--- config.mk ---
export PLATFORM = sky130hd
export DESIGN_NAME = rr_decode_arbiter
export DESIGN_NICKNAME = d
export VERILOG_FILES = /design/src/rtl/arb_pkg.sv /design/src/rtl/decoder.sv /design/src/rtl/rr_decode_arbiter.sv
export SDC_FILE = /design/constraint.sdc
export NUM_CORES = 1
export LEC_CHECK = 0
export ABC_AREA = 1
export CAP_MARGIN = 15
export CORE_MARGIN = 2
export CORE_UTILIZATION = 40
export CTS_CLUSTER_DIAMETER = 50
export DETAILED_ROUTE_END_ITERATION = 8
export PLACE_DENSITY = 0.72
export SETUP_SLACK_MARGIN = 0.3
export SLEW_MARGIN = 0
export SYNTH_ARGS = -nofsm -noshare
export SYNTH_HDL_FRONTEND = slang
export SYNTH_SLANG_ARGS = --single-unit
--- constraint.sdc ---
create_clock -name clk -period 2.22 [get_ports clk]
set_clock_uncertainty 0.05 [all_clocks]
set_input_delay 0.444 -clock clk [delete_from_list [all_inputs] [get_ports clk]]
set_output_delay 0.444 -clock clk [all_outputs]
set_load 0.1 [all_outputs]
--- src/rtl/arb_pkg.sv ---
// Shared definitions for the round-robin decode arbiter: state encoding,
// busy counter sizing and the rotating first-one search.
package arb_pkg;

  typedef enum logic {
    IDLE  = 1'b0,
    GRANT = 1'b1
  } arb_state_e;

  localparam int unsigned BUSY_W = 16;
  localparam logic [BUSY_W-1:0] BUSY_SAT = 16'hFFFF;

  // Widest requester vector the search supports (N up to 8).
  localparam int unsigned MAX_REQ = 256;

  // Rotate priority to start just after 'last', then take the first set bit.
  // Returns 'last' unchanged when no request is pending.
  function automatic int unsigned rr_next(input logic [MAX_REQ-1:0] req,
                                          input int unsigned        last,
                                          input int unsigned        n_req);
    int unsigned win;
    int unsigned idx;
    logic        found;
    win   = last;
    found = 1'b0;
    for (int unsigned i = 1; i <= MAX_REQ; i++) begin
      idx = last + i;
      if (idx >= n_req) idx = idx - n_req;
      if (!found && (i <= n_req) && req[idx[7:0]]) begin
        win   = idx;
        found = 1'b1;
      end
    end
    return win;
  endfunction

endpackage

--- src/rtl/decoder.sv ---
// Shared N-to-2^N one-hot decoder with enable; output is all-zero when en is low.
module decoder #(
  parameter int N = 2
) (
  input  logic              en,
  input  logic [N-1:0]      a,
  output logic [(1<<N)-1:0] op
);

  always_comb begin
    op = '0;
    if (en) op[a] = 1'b1;
  end

endmodule

--- src/rtl/rr_decode_arbiter.sv ---
// Round-robin arbiter for 2^N requesters; grant held until released, one-hot
// grant produced by the shared decoder. Optional hold limit: ARB_TIMEOUT_EN.
module rr_decode_arbiter
  import arb_pkg::*;
#(
  parameter int N        = 2,
  parameter int MAX_HOLD = 16
) (
  input  logic              clk,
  input  logic              rst_n,
  input  logic [(1<<N)-1:0] req,
  output logic [(1<<N)-1:0] gnt,
  output logic [N-1:0]      gnt_idx,
  output logic              gnt_valid,
  output logic [BUSY_W-1:0] busy_cycles,
  output logic              timeout
);

  localparam int REQ = 1 << N;
  localparam logic [N-1:0] LAST_INIT = N'(REQ - 1);

  if (N < 1 || N > 8) begin : g_bad_n
    $error("rr_decode_arbiter: N must be in 1..8");
  end
  if (MAX_HOLD < 1 || MAX_HOLD > 65535) begin : g_bad_max_hold
    $error("rr_decode_arbiter: MAX_HOLD must be in 1..65535");
  end

  arb_state_e        state_q, state_d;
  logic [N-1:0]      gnt_idx_q, gnt_idx_d;
  logic [N-1:0]      last_q, last_d;
  logic              gnt_valid_q, gnt_valid_d;
  logic [BUSY_W-1:0] busy_q, busy_d;

`ifdef ARB_TIMEOUT_EN
  localparam logic [BUSY_W-1:0] HOLD_LIMIT = BUSY_W'(MAX_HOLD);
  logic timeout_q, timeout_d;
`endif

  always_comb begin
    state_d     = state_q;
    gnt_idx_d   = gnt_idx_q;
    last_d      = last_q;
    gnt_valid_d = gnt_valid_q;
    busy_d      = busy_q;
`ifdef ARB_TIMEOUT_EN
    timeout_d   = 1'b0;
`endif
    case (state_q)
      IDLE: begin
        if (|req) begin
          gnt_idx_d   = N'(rr_next(MAX_REQ'(req), 32'(last_q), REQ));
          last_d      = gnt_idx_d;
          gnt_valid_d = 1'b1;
          busy_d      = BUSY_W'(1);
          state_d     = GRANT;
        end
      end
      GRANT: begin
        if (!req[gnt_idx_q]) begin
          state_d     = IDLE;
          gnt_valid_d = 1'b0;
          busy_d      = '0;
        end
`ifdef ARB_TIMEOUT_EN
        // Forced revoke; last already holds the revoked index so it goes last.
        else if (busy_q == HOLD_LIMIT) begin
          state_d     = IDLE;
          gnt_valid_d = 1'b0;
          busy_d      = '0;
          timeout_d   = 1'b1;
        end
`endif
        else if (busy_q != BUSY_SAT) begin
          busy_d = busy_q + 1'b1;
        end
      end
      default: state_d = IDLE;
    endcase
  end

  always_ff @(posedge clk or negedge rst_n) begin
    if (!rst_n) begin
      state_q     <= IDLE;
      gnt_idx_q   <= '0;
      last_q      <= LAST_INIT;
      gnt_valid_q <= 1'b0;
      busy_q      <= '0;
`ifdef ARB_TIMEOUT_EN
      timeout_q   <= 1'b0;
`endif
    end else begin
      state_q     <= state_d;
      gnt_idx_q   <= gnt_idx_d;
      last_q      <= last_d;
      gnt_valid_q <= gnt_valid_d;
      busy_q      <= busy_d;
`ifdef ARB_TIMEOUT_EN
      timeout_q   <= timeout_d;
`endif
    end
  end

  assign gnt_idx     = gnt_idx_q;
  assign gnt_valid   = gnt_valid_q;
  assign busy_cycles = busy_q;
`ifdef ARB_TIMEOUT_EN
  assign timeout     = timeout_q;
`else
  assign timeout     = 1'b0;
`endif

  decoder #(.N(N)) u_decoder (
    .en (gnt_valid_q),
    .a  (gnt_idx_q),
    .op (gnt)
  );

endmodule

==> results.ini <==
[critical_path]
worstPathArrival_ps = 1900
crit_fanout = 7
timing_worst_setup_path_type = reg2reg
cp-start-kind = flip-flop
required_ps = 2330
cp-end-kind = flip-flop

[sta]
post-route-period-util_pct = 80.5
worst_pin_slew_ps = 605
slew-limit-headroom_pct = 59.6
drv_slew = 0
hold_viol = 0
fin_tns_setup_ps = 0
rsz0062_at_grt = false
setup_viol = 0
max_freq_mhz = 559
period_needed_ps = 1790
fin_ws_ps = 432

[cts]
htreeDepth = 1
clockRootBuffer = clkbuf_8
ctsHoldBuffers = 0
cts.sinks = 22
cts_buffers = 3
cts_tree = built
clk_pin_slew_worst_paths_ps = 90
insertion_delay_ps = 270
clockBufferDepth = 2

[floorplan]
chipHeight_um = 68.3
start_util_pct = 41.3
rows = 23
core_mm2 = 0.00400
die-width_um = 68.3
die_area_mm2 = 0.00466
num_io_pins = 30

[logic_synthesis]
synth_cell_type_count = 31
ys_async_sr_fraction_pct = 100
synth_area_mm2 = 0.00165
yosys_warnings = 0
ys.flop_type = dfrtp_1
synth_edf_count = 0
syn_avg_cell_area_um2 = 6.80
synthesis.nets = 255
synth-seq-cells = 22
synth-seq-area-share_pct = 33.5
synthesis.instances = 243

[hold_path]
hold_path_class = in2async

[routing]
wl_mm = 4.03
drtIter0Drc = 101
vias = 1681
vias_per_cell = 5.16
drt_first_pass_iters = 4
ant_nets = 0
wl_per_cell_um = 12.4
drc = 0

[final_layout]
antennaDiodeCount = 0
area_growth_pct = 32.6
fillers = 375
fin_cells = 326
final_layout_size_suffix_gt1_share_pct = 28.6
nets = 289

[pwr]
powerDensity_mw_per_mm2 = 1310
vdd_drop_max_v = 0.000998
power_leakage_nw = 1.06

[grt]
grt_first_pass_wirelength_mm = 6.76
grt_util_all_layers_pct = 18.7
grt_max_degree = 23
antenna_found_initial = 0
grt_pass1_vias = 1520
gr-total-overflow = 0

[placed_design]
dpl_worst_slack_ps = 88.3
placedCellCount = 319
dp_hpwl_mm = 2.92
port_buffers = 28
gp_congestion = 0.881

[status]
status = finished clean

[job]
maxCapViolCount = 0

-- area by class of cell --
class | instances | area (µm²) | area share [%]
Multi-Input combinational cell | 182 | 1000 | 45.7
Sequential cell | 22 | 589 | 26.9
Timing Repair Buffer | 35 | 342 | 15.6
Inverter | 33 | 124 | 5.65
Tap cell | 50 | 62.6 | 2.86
Clock buffer | 3 | 41.3 | 1.88
Clock inverter | 1 | 30.0 | 1.37
-- through the flow --
stage	util, %	hold slack, ps	total power [mW]	area (µm²)
global route	54.8	511	3.06	2190
global placement	51.4	464	2.39	2060
detailed placement	51.4	471	2.41	2060
CTS	53.5	479	2.83	2140
floorplan	-	98.4	2.00	1740
finish	54.8	468	2.88	2190
-- worst max-delay path: stages (launching register included) --
cell,delay (ps)
dfstp_2,600
inv_2,80
ha_4,290
inv_1,50
nand3_1,100
inv_1,60
nor2_2,130
nand2_1,80
nand2_1,60
nand2_1,50
nand3_1,80
nand2_1,50
-- timing repair --
item,4_1_cts,5_1_grt
pin swaps,0,1
gates resized for setup,1,5
cloned,0,0
endpoints found under the setup margin,1,17
setup buffers,0,3
-- routing by layer --
metal / track usage (%) / wire [µm] / vias to the layer above
li1: - / - / 849
met1: 24.9 / 1880 / 796
met2: 31.9 / 1980 / 32
met3: 1.97 / 123 / 4
met4: 5.25 / 42 / 0
met5: 0 / 0 / -
-- Yosys cell counts, types with 2 or more instances --
cell     count  area, µm²
buf_6        2       22.5
dfstp_2      2       52.6
o21ai_2      4       35.0
nand2_2      3       18.8
ha_1         6       75.1
nor2_1      16       60.1
buf_2        2       10.0
xor2_1       3       26.3
inv_1       31        116
inv_2        2       7.51
o21ai_1      7       35.0
nor3_1       7       35.0
nand3_1     30        150
dfrtp_1     20        500
o21ai_0      3       15.0
nand2_1     78        293
nand4_1     13       81.3
-- flip-flops by register name, indices dropped and copies added (netlist names) --
| name | flops |
|---|---|
| state_q | 1 |
| busy_cycles | 16 |
| gnt_valid | 1 |
| last_q | 2 |
| gnt_idx | 2 |
-- kinds of logic (layout without fill, tap and decap cells) --
family / count (synthesis) / after routing / synth area share, %
and+or+nand+nor: 152 / 152 / 41.3
buffers and inverters: 39 / 72 / 10.1
DFF: 22 / 22 / 33.5
AOI/OAI and AO/OA: 19 / 19 / 8.18
adders and majority gates: 6 / 6 / 4.54
xor gates and xnor gates: 4 / 4 / 2.12
other: 1 / 1 / 0.227
-- placed cells by master (no fill, tap or decap), drive strengths merged, types with 2 or more instances in the layout --
cell type,Yosys,routed
buf,5,30
clkbuf,1,3
clkdlybuf4s50,0,5
dfrtp,20,20
dfstp,2,2
ha,6,6
inv,33,33
nand2,81,81
nand3,31,31
nand4,13,13
nor2,17,17
nor3,8,8
o21ai,14,14
xor2,3,3
-- report_power, final --
part / internal [mW] / switching (mW)
sequential: 0.525 / 0.166
combinational: 0.551 / 1.25
clock: 0.241 / 0.146
-- path summary, 6_finish.rpt --
check / to / depth (start not counted) / from / slack [ps]
min in group clk: last_q[1] / 2 / last_q[1] / 470
max in group asynchronous: last_q[1] / 2 / rst_n / 1360
max reg2reg: gnt_idx[0] / 11 / last_q[1] / 430
min reg2reg: last_q[1] / 2 / last_q[1] / 470
max: gnt_idx[0] / 11 / last_q[1] / 430
min: busy_cycles[4] / 2 / rst_n / 470
Note: power is estimated with default switching activity, not from simulation.
